`config.mk`:
```
export PLATFORM = sky130hd
export DESIGN_NAME = cb_dma_rd_engine
export DESIGN_NICKNAME = d
export VERILOG_FILES = /design/src/rtl/cb_dma_pkg.sv /design/src/rtl/cb_dma_rd_engine.sv
export SDC_FILE = /design/constraint.sdc
export NUM_CORES = 1
export LEC_CHECK = 0
export CAP_MARGIN = 10
export CORE_ASPECT_RATIO = 1.4
export CORE_MARGIN = 2
export CORE_UTILIZATION = 33
export CTS_CLUSTER_SIZE = 16
export DETAILED_ROUTE_END_ITERATION = 10
export SLEW_MARGIN = 20
export SYNTH_ARGS = -nofsm -noshare
export SYNTH_HDL_FRONTEND = slang
export SYNTH_SLANG_ARGS = --single-unit
export TNS_END_PERCENT = 30
```
`constraint.sdc`:
```
create_clock -name clk -period 4.18 [get_ports clk]
set_input_delay 1.045 -clock clk [delete_from_list [all_inputs] [get_ports clk]]
set_output_delay 1.045 -clock clk [all_outputs]
set_load 0.02 [all_outputs]
```
`src/rtl/cb_dma_pkg.sv`:
```
// Shared state encoding, AXI response code and burst sizing helper for the CB DMA read engine.
package cb_dma_pkg;

  typedef enum logic [2:0] {
    ST_IDLE,
    ST_CHECK,
    ST_AR,
    ST_R,
    ST_DONE,
    ST_ERR
  } dma_state_e;

  localparam logic [1:0] AXI_RESP_OKAY = 2'b00;

  // Smallest of remaining beats, the burst cap and the page-boundary limit.
  function automatic logic [8:0] burst_len(input logic [31:0] beats_left,
                                           input logic [8:0]  max_burst,
                                           input logic [31:0] bound_words);
    logic [8:0] b;
    b = (beats_left < {23'd0, max_burst}) ? beats_left[8:0] : max_burst;
    if (bound_words < {23'd0, b}) b = bound_words[8:0];
    return b;
  endfunction

endpackage

```
`src/rtl/cb_dma_rd_engine.sv`:
```
// DDR->SRAM fetch engine: request to first AR in 2 cycles, one burst outstanding, AR held until arready.
// Define CB_DMA_4K_SPLIT_EN to keep every burst inside one 4 KiB page.
module cb_dma_rd_engine
  import cb_dma_pkg::*;
#(
  parameter int MAX_BURST = 16,
  parameter int SRAM_AW   = 10
) (
  input  logic               clk,
  input  logic               rst_n,
  input  logic               dma_start,
  input  logic [31:0]        dma_addr,
  input  logic [31:0]        dma_len,
  input  logic               dma_dir,
  output logic               dma_done,
  output logic               dma_error,
  output logic [31:0]        m_araddr,
  output logic [7:0]         m_arlen,
  output logic               m_arvalid,
  input  logic               m_arready,
  input  logic [31:0]        m_rdata,
  input  logic [1:0]         m_rresp,
  input  logic               m_rlast,
  input  logic               m_rvalid,
  output logic               m_rready,
  output logic               sram_wen,
  output logic [SRAM_AW-1:0] sram_waddr,
  output logic [31:0]        sram_wdata
);

  dma_state_e         state_q;
  logic [31:0]        addr_q, len_q, beats_q, araddr_q;
  logic               dir_q, err_q, arvalid_q, rready_q, done_q, error_q;
  logic [8:0]         burst_q, bcnt_q;
  logic [7:0]         arlen_q;
  logic [SRAM_AW-1:0] waddr_q;

  logic [31:0] addr_d, beats_d, bound_d;
  logic [8:0]  burst_d, bcnt_d;
  logic        beat, beat_err, req_bad;

  // Next burst origin: the latched request in CHECK, otherwise just past the current burst.
  always_comb begin
    if (state_q == ST_CHECK) begin
      addr_d  = addr_q;
      beats_d = len_q >> 2;
    end else begin
      addr_d  = addr_q + {21'd0, burst_q, 2'b00};
      beats_d = beats_q - {23'd0, burst_q};
    end
`ifdef CB_DMA_4K_SPLIT_EN
    bound_d = (32'd4096 - {20'd0, addr_d[11:0]}) >> 2;
`else
    bound_d = '1;
`endif
    burst_d = burst_len(beats_d, 9'(MAX_BURST), bound_d);
  end

  assign beat     = m_rvalid & rready_q;
  assign bcnt_d   = bcnt_q + 9'd1;
  // rlast must land exactly on the requested beat count.
  assign beat_err = (m_rresp != AXI_RESP_OKAY) | (m_rlast != (bcnt_d == burst_q));
  assign req_bad  = dir_q | (addr_q[1:0] != 2'b00) | (len_q[1:0] != 2'b00) |
                    ((len_q >> 2) > (32'd1 << SRAM_AW));

  always_ff @(posedge clk) begin
    if (!rst_n) begin
      state_q   <= ST_IDLE;
      addr_q    <= '0;
      len_q     <= '0;
      dir_q     <= 1'b0;
      beats_q   <= '0;
      burst_q   <= '0;
      bcnt_q    <= '0;
      err_q     <= 1'b0;
      waddr_q   <= '0;
      araddr_q  <= '0;
      arlen_q   <= '0;
      arvalid_q <= 1'b0;
      rready_q  <= 1'b0;
      done_q    <= 1'b0;
      error_q   <= 1'b0;
    end else begin
      done_q  <= 1'b0;
      error_q <= 1'b0;
      case (state_q)
        ST_IDLE: if (dma_start) begin
          addr_q  <= dma_addr;
          len_q   <= dma_len;
          dir_q   <= dma_dir;
          err_q   <= 1'b0;
          waddr_q <= '0;
          state_q <= ST_CHECK;
        end
        ST_CHECK: begin
          if (req_bad) begin
            error_q <= 1'b1;
            state_q <= ST_ERR;
          end else if (len_q == 32'd0) begin
            done_q  <= 1'b1;
            state_q <= ST_DONE;
          end else begin
            beats_q   <= beats_d;
            burst_q   <= burst_d;
            araddr_q  <= addr_d;
            arlen_q   <= 8'(burst_d - 9'd1);
            arvalid_q <= 1'b1;
            state_q   <= ST_AR;
          end
        end
        ST_AR: if (m_arready) begin
          arvalid_q <= 1'b0;
          rready_q  <= 1'b1;
          bcnt_q    <= '0;
          state_q   <= ST_R;
        end
        ST_R: if (beat) begin
          waddr_q <= waddr_q + SRAM_AW'(1);
          bcnt_q  <= bcnt_d;
          if (beat_err) err_q <= 1'b1;
          if (m_rlast) begin
            rready_q <= 1'b0;
            addr_q   <= addr_d;
            beats_q  <= beats_d;
            if (err_q | beat_err) begin
              error_q <= 1'b1;
              state_q <= ST_ERR;
            end else if (beats_d == 32'd0) begin
              done_q  <= 1'b1;
              state_q <= ST_DONE;
            end else begin
              burst_q   <= burst_d;
              araddr_q  <= addr_d;
              arlen_q   <= 8'(burst_d - 9'd1);
              arvalid_q <= 1'b1;
              state_q   <= ST_AR;
            end
          end
        end
        default: state_q <= ST_IDLE;
      endcase
    end
  end

  assign dma_done   = done_q;
  assign dma_error  = error_q;
  assign m_araddr   = araddr_q;
  assign m_arlen    = arlen_q;
  assign m_arvalid  = arvalid_q;
  assign m_rready   = rready_q;
  assign sram_wen   = beat;
  assign sram_waddr = waddr_q;
  assign sram_wdata = beat ? m_rdata : 32'd0;

endmodule

```
==> summary.txt, run 1 <==
maximum vdd drop = 0.2550 mV
f_max = 257.6 MHz
FP Rows = 75
arrival time at the worst endpoint = 4220 ps
cell family with most CP delay = simple AND/OR/NAND/NOR gates
Multi-input gate area = 0.006188 mm^2
vias in the first global route = 10017
Initial Utilization = 33.61%
initial antenna violation count = 0
CTS tree = yes
CTS buffer count = 17
CTS root buf = clkbuf_16
fillers = 3045
asr flop ratio synth = 0%
detail-routed net length per standard cell = 17.95 um
Worst path slowest cell = or4_1
Setup TNS Final = 0 ps
most frequent cells in the layout = 193 x nand2_1, 191 x clkdlybuf4s50_1, 179 x nor2_1, 173 x dfxtp_1, 126 x a21oi_1
Die X = 151.8 um
RSZ-0062 raised after global routing = false
largest net degree at the start of global routing = 150
# clock sinks = 173
cts repair resizes = 0
routability cong. = 0.9310
flops & latches, synth = 173
# Post-CTS Setup Buffers = 0
total gr overflow = 0
crit path launch type = register
DRC errors left = 0
reg-to-reg slack, setup = 300 ps
Post-DP Area = 0.01258 mm^2
deepest clock path buffer count = 2
share of the synthesized area in the top cell type = 34.32%
H-tree levels = 4
area of the core = 0.03003 mm^2
Post-synth EDFFs = 0
status = completed
syn avg cell area = 7.470 um^2
PwrDens = 339.5 mW/mm^2
share of post-route cells with drive strength above 1 = 7.190%
Leak = 5.116 nW
Total Wirelength = 34.37 mm
r2r startpoint = burst_q[1]$_SDFFE_PN0P_
Worst Hold Path Cells = 2
Post-Syn Instances = 1351
I/O pin count = 192
Worst-Margin Slew = 1035 ps
clock skew = 14.96 ps
initial DRC count = 702
final worst-path cycle share = 92.88%
Setup violations, final = 0
Final Util = 44.13%
critical-path cell list = inv_1 > ha_1 > nor2b_1 > o31ai_2 > a31oi_1 > buf_12 > o31ai_1 > a31oi_1 > or4_1 > and4bb_4 > and3_1 > nand2_1 > ha_1 > and3_1 > a21oi_1 > a21oi_1
Syn. warnings = 0
critical path type = reg -> reg
post-layout min period = 3882 ps
Worst Setup End Kind = register
crit path max fanout = 12
Net Count, Synth = 1479
I/O Buffers = 191
final hold violation count = 0
Clock transition at path regs = 70 ps
buffers plus inverters on the worst setup path = 2
most common cell after layout, fill and taps aside = nand2_1
Seq/Total Area, Yosys = 34.32%
ys flop type = dfxtp_1
final instance area = 0.01325 mm^2
DR pass1 iterations = 7
worst-skew pair later-pin latency = 450 ps
Max Slew Vio Count = 0
Slew headroom = 31.03%
post-route ant nets = 0
first-pass GRT wire length = 53.67 mm
# Max-Cap Violations = 0
hold_ws = 455.8 ps
All-Layer GR Usage = 20.85%
Worst EP required = 4510 ps
area grow syn2layout = 31.30%
synth top area cells = dfxtp_1 34%, nand2_1 7.2%, nor2_1 6.7%
RR Endpoint = m_arlen[4]$_SDFFE_PN0P_
Worst Hold Class = reg -> reg
CP peak stage delay = 500 ps
diode count = 0
Min-Delay Endpoint = dir_q$_SDFFE_PN0P_
Min-Delay Startpoint = dir_q$_SDFFE_PN0P_
height of the chip = 210.9 um
Storage cell area = 0.003463 mm^2
R2R cell count = 16
Vias = 10238
post-DP HPWL = 25.15 mm
cell taking the most area after synthesis = dfxtp_1
hold buffers post-CTS = 0
Synth Cell Area = 0.01009 mm^2
post-synth cell types = 74
nets@finish = 1646
die footprint = 0.03202 mm^2
vias per cell = 5.346
## worst max-delay path by stage
stage / start / end / slack [ps] / cells after the start
3_5_place_dp: burst_q[1]$_SDFFE_PN0P_ / m_arlen[4]$_SDFFE_PN0P_ / 110 / 16
4_1_cts: burst_q[1]$_SDFFE_PN0P_ / m_arlen[4]$_SDFFE_PN0P_ / 110 / 16
3_3_place_gp: burst_q[1]$_SDFFE_PN0P_ / m_arlen[4]$_SDFFE_PN0P_ / 170 / 16
5_1_grt: burst_q[5]$_SDFFE_PN0P_ / m_arlen[2]$_SDFFE_PN0P_ / 6 / 16
6_report: burst_q[1]$_SDFFE_PN0P_ / m_arlen[4]$_SDFFE_PN0P_ / 300 / 16
2_1_floorplan: burst_q[0]$_SDFFE_PN0P_ / m_arlen[4]$_SDFFE_PN0P_ / 190 / 17
## power by group
part | total [W] | switching, W | internal, W
sequential | 0.00179 | 0.0000781 | 0.00171
combinational | 0.000963 | 0.000540 | 0.000423
clock | 0.00174 | 0.000692 | 0.00105
## cell families after synthesis
| group | synth area share [%] |
|---|---|
| flops | 34.32 |
| fa+ha+maj | 3.000 |
| mux | 4.004 |
| compound gates | 19.44 |
| simple gates | 28.81 |
| xor+xnor | 5.381 |
| buf+inv | 5.046 |
## synthesized netlist by cell type, types with 6 or more instances
cell,count
ha_1,21
and2_1,10
dfxtp_1,173
a21oi_1,128
xnor2_1,28
nor3b_1,6
or3_1,6
nor3_1,35
a22o_1,8
nand4_1,14
a31oi_1,14
nor2_1,179
inv_1,28
a22oi_1,11
clkbuf_1,79
nand2b_1,11
nand2_1,194
o21ai_0,55
a211oi_1,22
o31ai_1,9
nand3_1,33
mux2i_1,37
o211ai_1,10
nor2b_1,6
xor2_1,34
and4_1,8
a21o_1,8
o21a_1,13
o21ai_1,7
and3_1,49
or4_1,10
nor4_1,22
buf_2,11
## stage by stage
step,total power [W],setup slack (ps),instances
after floorplan,0.002368,194.1,1351
after global placement,0.002775,167.4,1884
after detailed placement,0.002780,109.8,1884
after CTS,0.004526,107.1,1915
after global routing,0.004685,5.731,1915
final,0.004499,297.8,1915
## final cells by class
class                      count  area share (%)
clock buffer                  23           3.607
clock inverter                 8           1.180
inverter                      29          0.8403
multi-input combinational   1053           46.70
sequential                   173           26.14
tap                          385           3.635
timing repair buffer         244           17.90
## registers in the layout, summed over array words and instances (netlist names)
signal	cells
err_q	1
len_q	32
state_q	3
dma_done	1
m_araddr	32
addr_q	32
burst_q	9
m_arvalid	1
dma_error	1
dir_q	1
sram_waddr	10
m_arlen	8
m_rready	1
bcnt_q	9
beats_q	32
## layer usage
layer  track usage (%)  routed length, um  vias up
met5                 0                  0        -
li1                  -                  -     5089
met4             8.347               1112        0
met2             38.47              17860      245
met3             3.078               1213       53
met1             24.12              14190     4851
## tightest hold or removal path: cells and delay by family (launching register included)
kind            cells  cell delay (ps)
simple gates        1               50
compound gates      1               60
flops               1              300
Note: power is estimated with default switching activity, not from simulation.
==> run 2, diff against run 1 <==
- ABC_CLOCK_PERIOD_IN_PS: not set -> 4180
==> results of run 2 <==
Final layout, timing and power as in run 1 (identical DEF).
==> run 3, diff against run 2 <==
- CTS_CLUSTER_DIAMETER: not set -> 80
==> results of run 3 <==
Final layout, timing and power as in run 1 (identical DEF).
